**src/rtl/key_evt_pkg.sv**
```systemverilog
// Shared definitions for the key event decoder: event codes, FSM state encoding
// and the event code width.
package key_evt_pkg;

  localparam int CODE_W = 3;

  typedef logic [CODE_W-1:0] evt_code_t;

  localparam evt_code_t EVT_PRESS   = 3'd0;
  localparam evt_code_t EVT_RELEASE = 3'd1;
  localparam evt_code_t EVT_LONG    = 3'd2;
  localparam evt_code_t EVT_DOUBLE  = 3'd3;
  localparam evt_code_t EVT_REPEAT  = 3'd4;

  typedef enum logic [1:0] {
    IDLE    = 2'd0,
    PRESSED = 2'd1,
    HELD    = 2'd2,
    GAP     = 2'd3
  } state_t;

endpackage

```
**src/rtl/key_evt_slot.sv**
```systemverilog
// One-deep valid/ready holding register for event codes; a push that cannot be
// stored is dropped and recorded in a sticky overflow flag.
module key_evt_slot
  import key_evt_pkg::*;
#(
  parameter int CODE_W_P = CODE_W
) (
  input  logic                clk,
  input  logic                rst_n,
  input  logic                push_valid,
  input  logic [CODE_W_P-1:0] push_code,
  output logic                valid,
  output logic [CODE_W_P-1:0] code,
  input  logic                ready,
  input  logic                ovf_clr,
  output logic                overflow
);

  logic load;

  // A held event that is being consumed this cycle frees the slot for the push.
  assign load = push_valid && (!valid || ready);

  always_ff @(posedge clk or negedge rst_n) begin
    if (!rst_n) begin
      valid    <= 1'b0;
      code     <= '0;
      overflow <= 1'b0;
    end else begin
      if (load) begin
        valid <= 1'b1;
        code  <= push_code;
      end else if (valid && ready) begin
        valid <= 1'b0;
      end
      if (push_valid && !load) begin
        overflow <= 1'b1;
      end else if (ovf_clr) begin
        overflow <= 1'b0;
      end
    end
  end

endmodule

```
**src/rtl/key_event_decoder.sv**
```systemverilog
// Turns a debounced key level into PRESS/RELEASE/LONG/DOUBLE events through a
// one-deep holding slot. Define KEY_EVT_REPEAT_EN to enable auto-repeat in HELD.
module key_event_decoder
  import key_evt_pkg::*;
#(
  parameter logic ACTIVE_LEVEL  = 1'b1,
  parameter int   LONG_CYCLES   = 50000000,
  parameter int   DCLICK_CYCLES = 15000000,
  parameter int   REPEAT_CYCLES = 10000000
) (
  input  logic              sys_clk,
  input  logic              sys_rst_n,
  input  logic              key_level,
  output logic              evt_valid,
  output logic [CODE_W-1:0] evt_code,
  input  logic              evt_ready,
  output logic              evt_overflow,
  input  logic              ovf_clr
);

  localparam logic [31:0] LONG_LAST   = 32'(LONG_CYCLES - 1);
  localparam logic [31:0] DCLICK_LAST = 32'(DCLICK_CYCLES - 1);
  localparam logic [31:0] DCLICK_LIM  = 32'(DCLICK_CYCLES);
`ifdef KEY_EVT_REPEAT_EN
  localparam logic [31:0] REPEAT_LAST = 32'(REPEAT_CYCLES - 1);
`endif

  if (LONG_CYCLES < 1 || DCLICK_CYCLES < 1 || REPEAT_CYCLES < 1) begin : g_param_check
    $error("key_event_decoder: cycle parameters must be at least 1");
  end

  logic        prev_level;
  logic [31:0] cnt;
  state_t      state;
  logic        vld_p0;
  evt_code_t   code_p0;

  logic edge_det;
  logic pressed;
  logic press_edge;
  logic release_edge;

  assign edge_det     = (key_level != prev_level);
  assign pressed      = (key_level == ACTIVE_LEVEL);
  assign press_edge   = edge_det && pressed;
  assign release_edge = edge_det && !pressed;

  // Stage p0: FSM decision registered as a one-cycle event strobe
  always_ff @(posedge sys_clk or negedge sys_rst_n) begin
    if (!sys_rst_n) begin
      prev_level <= ~ACTIVE_LEVEL;
      cnt        <= '0;
      state      <= IDLE;
      vld_p0     <= 1'b0;
      code_p0    <= EVT_PRESS;
    end else begin
      prev_level <= key_level;
      vld_p0     <= 1'b0;
      case (state)
        IDLE: begin
          if (press_edge) begin
            vld_p0  <= 1'b1;
            code_p0 <= EVT_PRESS;
            cnt     <= '0;
            state   <= PRESSED;
          end
        end
        PRESSED: begin
          if (release_edge) begin
            vld_p0  <= 1'b1;
            code_p0 <= EVT_RELEASE;
            cnt     <= '0;
            state   <= GAP;
          end else if (cnt == LONG_LAST) begin
            vld_p0  <= 1'b1;
            code_p0 <= EVT_LONG;
            cnt     <= '0;
            state   <= HELD;
          end else begin
            cnt <= cnt + 32'd1;
          end
        end
        HELD: begin
          if (release_edge) begin
            vld_p0  <= 1'b1;
            code_p0 <= EVT_RELEASE;
            cnt     <= '0;
            state   <= GAP;
          end
`ifdef KEY_EVT_REPEAT_EN
          else if (cnt == REPEAT_LAST) begin
            vld_p0  <= 1'b1;
            code_p0 <= EVT_REPEAT;
            cnt     <= '0;
          end else begin
            cnt <= cnt + 32'd1;
          end
`endif
        end
        GAP: begin
          // A press inside the window re-arms the long-press timer as a DOUBLE.
          if (press_edge) begin
            vld_p0  <= 1'b1;
            code_p0 <= (cnt < DCLICK_LIM) ? EVT_DOUBLE : EVT_PRESS;
            cnt     <= '0;
            state   <= PRESSED;
          end else if (cnt == DCLICK_LAST) begin
            cnt   <= '0;
            state <= IDLE;
          end else begin
            cnt <= cnt + 32'd1;
          end
        end
        default: begin
          cnt   <= '0;
          state <= IDLE;
        end
      endcase
    end
  end

  // Stage p1: holding slot presented to the consumer
  key_evt_slot #(
    .CODE_W_P (CODE_W)
  ) u_slot (
    .clk        (sys_clk),
    .rst_n      (sys_rst_n),
    .push_valid (vld_p0),
    .push_code  (code_p0),
    .valid      (evt_valid),
    .code       (evt_code),
    .ready      (evt_ready),
    .ovf_clr    (ovf_clr),
    .overflow   (evt_overflow)
  );

endmodule

```
**config.mk**
```make
export PLATFORM = sky130hd
export DESIGN_NAME = key_event_decoder
export DESIGN_NICKNAME = d
export VERILOG_FILES = /design/src/rtl/key_evt_pkg.sv /design/src/rtl/key_evt_slot.sv /design/src/rtl/key_event_decoder.sv
export SDC_FILE = /design/constraint.sdc
export NUM_CORES = 1
export LEC_CHECK = 0
export BUFFER_PORTS_ARGS = -buffer_cell sky130_fd_sc_hd__buf_2
export CORE_ASPECT_RATIO = 0.9
export CORE_MARGIN = 8
export CORE_UTILIZATION = 35
export DETAILED_ROUTE_END_ITERATION = 10
export HOLD_SLACK_MARGIN = 0.03
export RECOVER_POWER = 25
export SYNTH_ARGS = -nofsm -noshare
export SYNTH_HDL_FRONTEND = slang
export SYNTH_SLANG_ARGS = --single-unit
```
**constraint.sdc**
```tcl
create_clock -name sys_clk -period 3.03 [get_ports sys_clk]
set_input_delay 0.1515 -clock sys_clk [delete_from_list [all_inputs] [get_ports sys_clk]]
set_output_delay 0.1515 -clock sys_clk [all_outputs]
set_load 0.01 [all_outputs]
```
Word level (Yosys, flattened, before mapping)
Index checks and enable logic that the tools add are counted.
- flip-flop bits (word level): 44
- input port bits: 5
- output and inout bits: 5
- word-level logic and storage cells: 67
- add/sub/neg operators: 1
- order comparisons: 1
- equal/unequal tests: 11
- mux-type cells: 30
- reductions and logical operators: 16
- operator list (cell ; count):
    two-way mux 32 bit ; 6
    case mux 32 bit (4 select lines) ; 1
    adder 32 x 1 -> 32 bit (second input constant) ; 1
    equality test 32 x 24 -> 1 bit (second input constant) ; 1
    equality test 32 x 26 -> 1 bit (second input constant) ; 1
    < comparator 32 x 24 -> 1 bit (second input constant) ; 1
    two-way mux 3 bit ; 5
    two-way mux 2 bit ; 7
    case mux 3 bit (4 select lines) ; 1
    two-way mux 1 bit ; 8
    case mux 2 bit (4 select lines) ; 1
    AND reduction 4 bit ; 2
    inequality test 2 bit (second input constant) ; 3
    inequality test 3 bit (second input constant) ; 2
    logical AND 1 bit ; 5
    equality test 2 bit (second input constant) ; 2
    nonzero test 2 bit ; 2
    zero test 1 bit ; 3
    case mux 1 bit (3 select lines) ; 1
    equality test 2 x 1 -> 1 bit (second input constant) ; 1
    zero test 2 bit ; 1
    AND reduction 2 bit ; 1
    OR reduction 2 bit ; 1
    logical OR 1 bit ; 1
    inequality test 1 bit ; 1

Longest topological paths before layout
Gate-level depths: netlist (run 1).
- depth after elaboration: 6
- depth in mapped cells: 9
- gate-level depth less buffers: 7

By module
From an unflattened synthesis (run 1), not the netlist that was laid out.
- cells, all modules: 253
- area total of the unflattened synthesis: 2406.1 µm²
- modules (own cells, without submodules) (module ; instances ; cells an instance ; area each (µm²) ; seq. area each (µm²)):
    key_event_decoder ; 1 ; 239 ; 2193.4 ; 950.9
    key_evt_slot ; 1 ; 14 ; 212.7 ; 125.1

Least setup slack after synthesis (run 1)
Ideal clock, no wire load.
- path type: register to register
- start point: reg cnt[24]
- end point: reg state[1]
- setup time: 0.127 ns
- data arrival time: 2.060 ns
- required time: 2.903 ns
- path slack: 0.843 ns
- stages on the path, launching flop included: 8
- buffers on the path: 2
- period minus slack after synthesis: 2.187 ns
- cells stage by stage: dfrtp_1 -> buf_6 -> or4_4 -> nor4_1 -> a31o_2 -> and3_2 -> buf_6 -> mux2_1
- cells in the longest elaborated chain, start to end: 3
- elaborated cells on any way between the ends: 5
- classes of those cells: eq/ne: 4; reduce/logical: 1
- ends and longest elaborated chain (element ; RTL line ; text):
    start, declared ; key_event_decoder.sv:33 ; logic [31:0] cnt;
    start signal, assigned ; key_event_decoder.sv:80 ; cnt <= cnt + 32'd1;
    start signal, assigned ; key_event_decoder.sv:111 ; cnt <= cnt + 32'd1;
    equality test 32 x 26 -> 1 bit or equality test 32 x 24 -> 1 bit (tied branches) ; key_event_decoder.sv:74, key_event_decoder.sv:107 ;
    inequality test 3 bit (no line) ; - ;
    AND reduction 4 bit (no line) (*) ; - ;
    end signal, assigned ; key_event_decoder.sv:73 ; state <= GAP;
    end signal, assigned ; key_event_decoder.sv:78 ; state <= HELD;
    end signal, assigned ; key_event_decoder.sv:88 ; state <= GAP;
    end, declared ; key_event_decoder.sv:34 ; state_t state;
Mark *: on every way between the ends. The rest lies on a longest branch, timed or not.
A chain may end at the register's enable or synchronous reset.

Worst setup path in the final report (run 1)
- start point: reg cnt[9]
- end point: reg state[0]
Same word-level chain as after synthesis.

==> results.toml, run 1 <==
[yosys]
synth_seq_cells = 42
synth_top_cell_area_share_pct = 40.9
synth_area_leaders = "dfrtp_1 41%, a21oi_1 3.5%, ha_1 2.9%, nand4_1 2.7%, nand3_1 2.5%"
synth-main-ff-cell = "dfrtp_1"
yosysUniqueCellTypes = 54
ys_seq_area_share_pct = 40.9
synth_edf_count = 0
syn-instance-count = 274
synth.largest_area_cell = "dfrtp_1"
synth_nets = 285
async_reset_ff_share_pct = 100
syn_avg_cell_area_um2 = 9.39
yosysWarnings = 0
netlist_area_mm2 = 0.00257

[global_routing]
grt.met1_usage_pct = 16.8
met3_usage_pct = 2.06
grt_pass1_wl_um = 10200
antenna_found_initial = 0
grt_max_degree = 43
use_met2_pct = 17.1
grt_busiest_layer = "met2"
grt_pass1_vias = 2005
grt-ovfl-total = 0
grtUsageTotal_pct = 11.9

[finish]
diodes = 0
design_area_mm2 = 0.00276
drive_above_1_share_pct = 12.2
fin_nets = 289
post-route-util_pct = 39.1
area_growth_pct = 7.44
finalNonFillerCells = 372

[clock_network]
cts_buffer_depth = 2
ctsHoldBuffers = 1
clk_pin_slew_ns = 0.09
ctsHtreeMaxLevel = 2
post_cts_resized = 0
cts.sinks = 42
tritoncts = "done"
insertion_delay_ns = 0.31
cts_buffers = 5
postCtsSetupBuffers = 0
cts_root_buf = "clkbuf_8"

[worst_setup_path]
worstPathCellList = "or4_2 > nor3_1 > a31o_2 > and3_2 > buf_4 > a31oi_1"
cp-start-kind = "flop"
critPathMaxStageDelay_ns = 0.67
cp_slowest_cell = "or4_2"
worst_setup_path_end_kind = "flop"
path_max_fanout = 24
crit_type = "flop to flop"
crit_buf_inv = 1
arrival_ns = 2.75
required_ns = 3.21
critical_path.top_delay_family = "simple AND/OR/NAND/NOR gates"

[timing]
rsz0062_at_grt = "no"
tightest_slew_ns = 2.28
hold_viol = 0
hold_slack_ns = 0.0377
max_slew_margin_pct = -52.0
fmax_mhz = 390
final-setup-viol-count = 0
fin_worst_skew_ns = 0.00893
fin_crit_ns = 2.57
fin_setup_tns_ns = 0
period_share_pct = 84.7
drv_slew = 43

[routing]
wl_um = 6010
drc = 0
routed_via_density = 5.90
drtIter0Drc = 210
dr.pass1.iters = 5
ant_nets = 0
vias = 2194
wl_per_cell_um = 16.2

[floorplanning]
die_w_um = 106
rows = 29
die_h_um = 97.3
floorplan.initialDensity_pct = 36.4
fp.coreArea_mm2 = 0.00708
dieArea_mm2 = 0.0104
pin_count = 10

[power]
p_clk_share_pct = 25.1
leakagePower_uw = 0.00112
p_int_uw = 1110
ir_drop_mv = 0.286
combPwrFrac_pct = 37.4
power_switching_share_pct = 38.5
p_seq_share_pct = 37.5
pwr_density_cell_mw_per_mm2 = 653
switchingPower_uw = 696

[placed_design]
placed_cells = 363
hpwl_um = 4150
place_area_mm2 = 0.00265
numPortBuffers = 8
gp_congestion = 0.817

[min_path]
min-delay-path-class = "primary input to flop"

[run]
max_cap_violations = 1

[outcome]
status = "complete, but fails checks"
violations = "capacitance limit, slew limit"
-- placed cells by master, fill, tap and decap left out, types with 4 or more instances in the layout --
| master | netlist | final |
|---|---|---|
| a31oi_1 | 5 | 5 |
| o21ai_0 | 12 | 12 |
| and2_1 | 4 | 4 |
| ha_1 | 6 | 6 |
| o2111ai_1 | 4 | 4 |
| dfrtp_1 | 42 | 42 |
| nor3_1 | 5 | 5 |
| buf_2 | 3 | 6 |
| o31ai_1 | 6 | 6 |
| a21oi_1 | 18 | 18 |
| nor2_1 | 13 | 13 |
| and3_1 | 6 | 6 |
| nand3_1 | 13 | 13 |
| or3_1 | 9 | 9 |
| a2111oi_0 | 6 | 6 |
| and4_1 | 4 | 4 |
| clkbuf_8 | 1 | 5 |
| a211o_1 | 4 | 4 |
| inv_1 | 11 | 11 |
| nand2b_1 | 4 | 4 |
| buf_4 | 1 | 5 |
| nand4_1 | 11 | 11 |
| xor2_1 | 6 | 6 |
| nor4_1 | 5 | 5 |
| nand2_1 | 13 | 13 |
| or4_1 | 7 | 7 |
-- worst reg2reg max path, stage by stage, from the launching register on --
cell and delay (ns):
dfrtp_1 0.44, or4_2 0.67, nor3_1 0.27, a31o_2 0.41
and3_2 0.26, buf_4 0.27, a31oi_1 0.12
-- cells in the mapped netlist (5+ instances only) --
| master | count |
|---|---|
| nor4_1 | 5 |
| a2111oi_0 | 6 |
| inv_1 | 11 |
| dfrtp_1 | 42 |
| nand3_1 | 13 |
| o31ai_1 | 6 |
| ha_1 | 6 |
| or3_1 | 9 |
| or4_1 | 7 |
| o21ai_0 | 12 |
| clkbuf_1 | 7 |
| nor3_1 | 5 |
| nor2_1 | 13 |
| nand2_1 | 13 |
| and3_1 | 6 |
| buf_6 | 5 |
| xor2_1 | 6 |
| a21oi_1 | 18 |
| a31oi_1 | 5 |
| nand4_1 | 11 |
-- final cells by class --
cell class,instances,area (um^2)
timing repair buffer,14,85.1
sequential,42,1050
inverter,11,41.3
clock buffer,5,68.8
clock inverter,3,40.0
multi-input combinational,204,1360
tap,93,116
fill,718,4310
-- power groups by stage --
stage               clock network [uW]  logic [uW]  registers (uW)
floorplan                            0         547             692
global placement                     0         668             689
detailed placement                   0         671             690
CTS                                461         675             679
global route                       479         745             690
finish                             453         675             678
-- per-stage QoR --
| step | setup WS, ns | power [uW] |
|---|---|---|
| finish | 0.464 | 1810 |
| detailed placement | 0.492 | 1360 |
| global route | 0.292 | 1910 |
| global placement | 0.487 | 1360 |
| CTS | 0.486 | 1810 |
| floorplan | 0.843 | 1240 |
-- layer usage --
metal / part of all wire [%] / up-vias / wire, um
li1: - / 1052 / -
met1: 48 / 1084 / 2900
met2: 46 / 51 / 2740
met3: 4.5 / 7 / 269
met4: 1.6 / 0 / 99
met5: 0 / - / 0
-- final timing paths --
check                                    from                          end  slack [ns]  cells past startpoint
setup / recovery           cnt[9]$_DFFE_PN0P_         state[0]$_DFFE_PN0P_        0.46                      6
hold / removal                        ovf_clr  u_slot.overflow$_DFFE_PN0P_        0.04                      2
setup reg to reg           cnt[9]$_DFFE_PN0P_         state[0]$_DFFE_PN0P_        0.46                      6
hold reg to reg              vld_p0$_DFF_PN0_     u_slot.valid$_DFFE_PN0P_        0.47                      2
max in group asynchronous           sys_rst_n          cnt[22]$_DFFE_PN0P_        1.20                      1
min in group asynchronous           sys_rst_n          cnt[29]$_DFFE_PN0P_        0.51                      1
-- registers in the layout (all words and copies together), names as in the netlist --
| signal | flops |
|---|---|
| cnt | 32 |
| code_p0 | 2 |
| prev_level | 1 |
| state | 2 |
| u_slot.code | 2 |
| u_slot.overflow | 1 |
| u_slot.valid | 1 |
| vld_p0 | 1 |
-- cells by family after synthesis --
kind of cell | synth area share [%]
AND/OR/NAND/NOR | 24.3
AO/OA/AOI/OAI | 20.8
flip-flops | 40.9
buffers and inverters | 6.23
XOR/XNOR | 3.06
adder cells (fa/ha/maj) | 2.92
multiplexers | 1.75
other | 0.146
No activity file was read; power rests on OpenSTA's default activity.
==> run 2: changes to the inputs <==
ABC_AREA = 1   (was unset)
clock period = 2.3 ns   (was 3.03 ns; I/O delays follow)
==> run 2 against run 1 <==
Net effect: area after synthesis up 9.3%; the run now ends clean; highest routed layer unchanged; sequential share of layout area down 3.6 points; total power up 22%; critical path depth up 4; cell area up 11%; via count up 16%; non-clock buffer count unchanged; hold slack better by 0.047 ns; combinational power up 24%; setup slack worse by 0.17 ns; fmax up 28%; clock power up 9.3%.
==> results.toml, run 2 <==
[outcome]
status = "complete, no violations"

[finish]
regMostFlops = "cnt"
final_cell_mix = "100 x nand2_1, 69 x inv_1, 57 x nor2_1"
area_growth_pct = 8.63
diodes = 0
drive_above_1_share_pct = 7.33
finalNonFillerCells = 522
fin_nets = 433
largest_register_ffs = 32
final_common_cell = "nand2_1"

[clock_network]
cts_root_buf = "clkbuf_8"
clk_pin_slew_ns = 0.08
postCtsSetupBuffers = 0
tritoncts = "done"
cts_buffer_depth = 2
cts.sinks = 42
ctsHtreeMaxLevel = 2
insertion_delay_ns = 0.30
cts_buffers = 5

[power]
pwr_density_cell_mw_per_mm2 = 722
ir_drop_mv = 0.265
finalPower_uw = 2210
leakagePower_uw = 0.00154

[worst_setup_path]
worst_setup_path_end_kind = "flop"
path_max_fanout = 26
crit_type = "flop to flop"
worstRegToRegCells = 10
endpoint = "cnt[28]$_DFFE_PN0P_"
required_ns = 2.49
crit_path_start = "cnt[1]$_DFFE_PN0P_"
arrival_ns = 2.19
rr_endpoint = "cnt[28]$_DFFE_PN0P_"
cp-start-kind = "flop"
reg2reg_slack_ns = 0.30
r2r-start = "cnt[1]$_DFFE_PN0P_"

[yosys]
synth_nets = 420
synth_seq_cells = 42
synth_area_leaders = "dfrtp_1 37%, nand2_1 13%, nand3_1 9.4%, inv_1 9.2%, nor2_1 7.6%"
ys_seq_area_share_pct = 37.4
synth.most_common_cell = "nand2_1"
synth_top_cell_area_share_pct = 37.4
netlist_top_cells_count = "100 x nand2_1, 69 x inv_1, 57 x nor2_1, 53 x nand3_1, 42 x dfrtp_1"
synth-main-ff-cell = "dfrtp_1"
async_reset_ff_share_pct = 100
yosysUniqueCellTypes = 36
synth_edf_count = 0
syn-instance-count = 409
syn_avg_cell_area_um2 = 6.88
netlist_area_mm2 = 0.00281
yosysWarnings = 0
synth.largest_area_cell = "dfrtp_1"

[global_routing]
grt_pass1_wl_um = 12000
grtUsageTotal_pct = 12.8
grt-ovfl-total = 0
grt_max_degree = 43
grt_pass1_vias = 2545
antenna_found_initial = 0

[timing]
final-setup-viol-count = 0
hold_slack_ns = 0.0844
fmax_mhz = 499
fin_worst_skew_ns = 0.0114
max_slew_margin_pct = 31.3
period_share_pct = 87.1
hold_viol = 0
fin_crit_ns = 2.00
tightest_slew_ns = 1.03
rsz0062_at_grt = "no"
drv_slew = 0
fin_setup_tns_ns = 0

[floorplanning]
dieArea_mm2 = 0.0112
floorplan.initialDensity_pct = 35.5
die_w_um = 110
die_h_um = 101
pin_count = 10
rows = 31
fp.coreArea_mm2 = 0.00791

[routing]
wl_um = 6820
dr.pass1.iters = 4
routed_via_density = 4.86
drc = 0
drtIter0Drc = 166
vias = 2536
ant_nets = 0
wl_per_cell_um = 13.1

[placed_design]
placed_cells = 511
gp_congestion = 0.881
hpwl_um = 5220
numPortBuffers = 8

[run]
max_cap_violations = 0

[min_path]
min-delay-path-class = "primary input to flop"
-- run 2: changes by cell type after synthesis, sizes merged, moves of 5 or more --
cell	change
nand2	+90
o31ai	-6
a31oi	-5
clkbuf	-6
a2111oi	-6
nand3	+42
or4	-9
a21oi	-16
nor2	+47
and3	-8
nor4	-5
inv	+60
or3	-9
-- run 2: stage by stage --
| step | utilization (%) | area, um^2 | worst slack (ns) |
|---|---|---|---|
| after floorplan | - | 2810 | 0.729 |
| after global placement | 37.2 | 2940 | 0.372 |
| after detailed placement | 37.2 | 2940 | 0.302 |
| after CTS | 38.7 | 3060 | 0.286 |
| after global routing | 38.6 | 3060 | 0.0649 |
| final | 38.6 | 3060 | 0.296 |
-- run 2: worst max-delay path, stage by stage, from the launching register on --
cell,delay (ns)
dfrtp_1,0.39
ha_1,0.20
nand3_2,0.12
nor2_1,0.20
nand2_1,0.07
nor2_1,0.11
nand2_1,0.08
nand2_2,0.09
nand3_4,0.26
inv_1,0.27
nor2_1,0.09
-- run 2: report_power, final --
group | internal (uW) | leakage (uW) | switching, uW
logic | 244 | 0.000922 | 593
registers | 820 | 0.000573 | 54.2
clock network | 242 | 0.0000482 | 253
-- run 2: kinds of logic after synthesis --
family	synth area share (%)
AND/OR/NAND/NOR	39.5
buffers and inverters	11.6
flip-flops	37.4
AO/OA/AOI/OAI	5.47
XOR/XNOR	2.49
adder cells (fa/ha/maj)	2.67
multiplexers	0.801
other	0.133
-- run 2: layer usage --
layer / track usage (%) / up-vias / part of all wire, %
met3: 2.32 / 8 / 5.2
met5: 0 / - / 0
met2: 20.4 / 49 / 44
met4: 2.80 / 0 / 0.88
li1: - / 1305 / -
met1: 17.5 / 1174 / 50
-- run 2: cell type report --
| class | instances | area, um^2 |
|---|---|---|
| fillers | 864 | 4860 |
| clock buffers | 7 | 86.3 |
| well taps | 99 | 124 |
| inverters | 71 | 267 |
| repair buffers | 14 | 86.3 |
| flip-flops and latches | 42 | 1050 |
| clock inverters | 1 | 5.00 |
| multi-input cells | 288 | 1440 |
-- run 2: timing repair --
action                    in CTS  in global routing
hold endpoints to repair      44                  0
gates resized for setup        0                  0
hold buffers                   3                  0
-- run 2: worst min-delay path by stage --
stage | end | startpoint | cells after the start | slack, ns
floorplan | cnt[0]$_DFFE_PN0P_ | sys_rst_n | 0 | -0.18
global placement | prev_level$_DFF_PN0_ | key_level | 1 | 0.24
detailed placement | prev_level$_DFF_PN0_ | key_level | 1 | 0.26
CTS | u_slot.valid$_DFFE_PN0P_ | evt_ready | 4 | 0.08
global route | u_slot.valid$_DFFE_PN0P_ | evt_ready | 4 | 0.11
finish | u_slot.valid$_DFFE_PN0P_ | evt_ready | 4 | 0.08
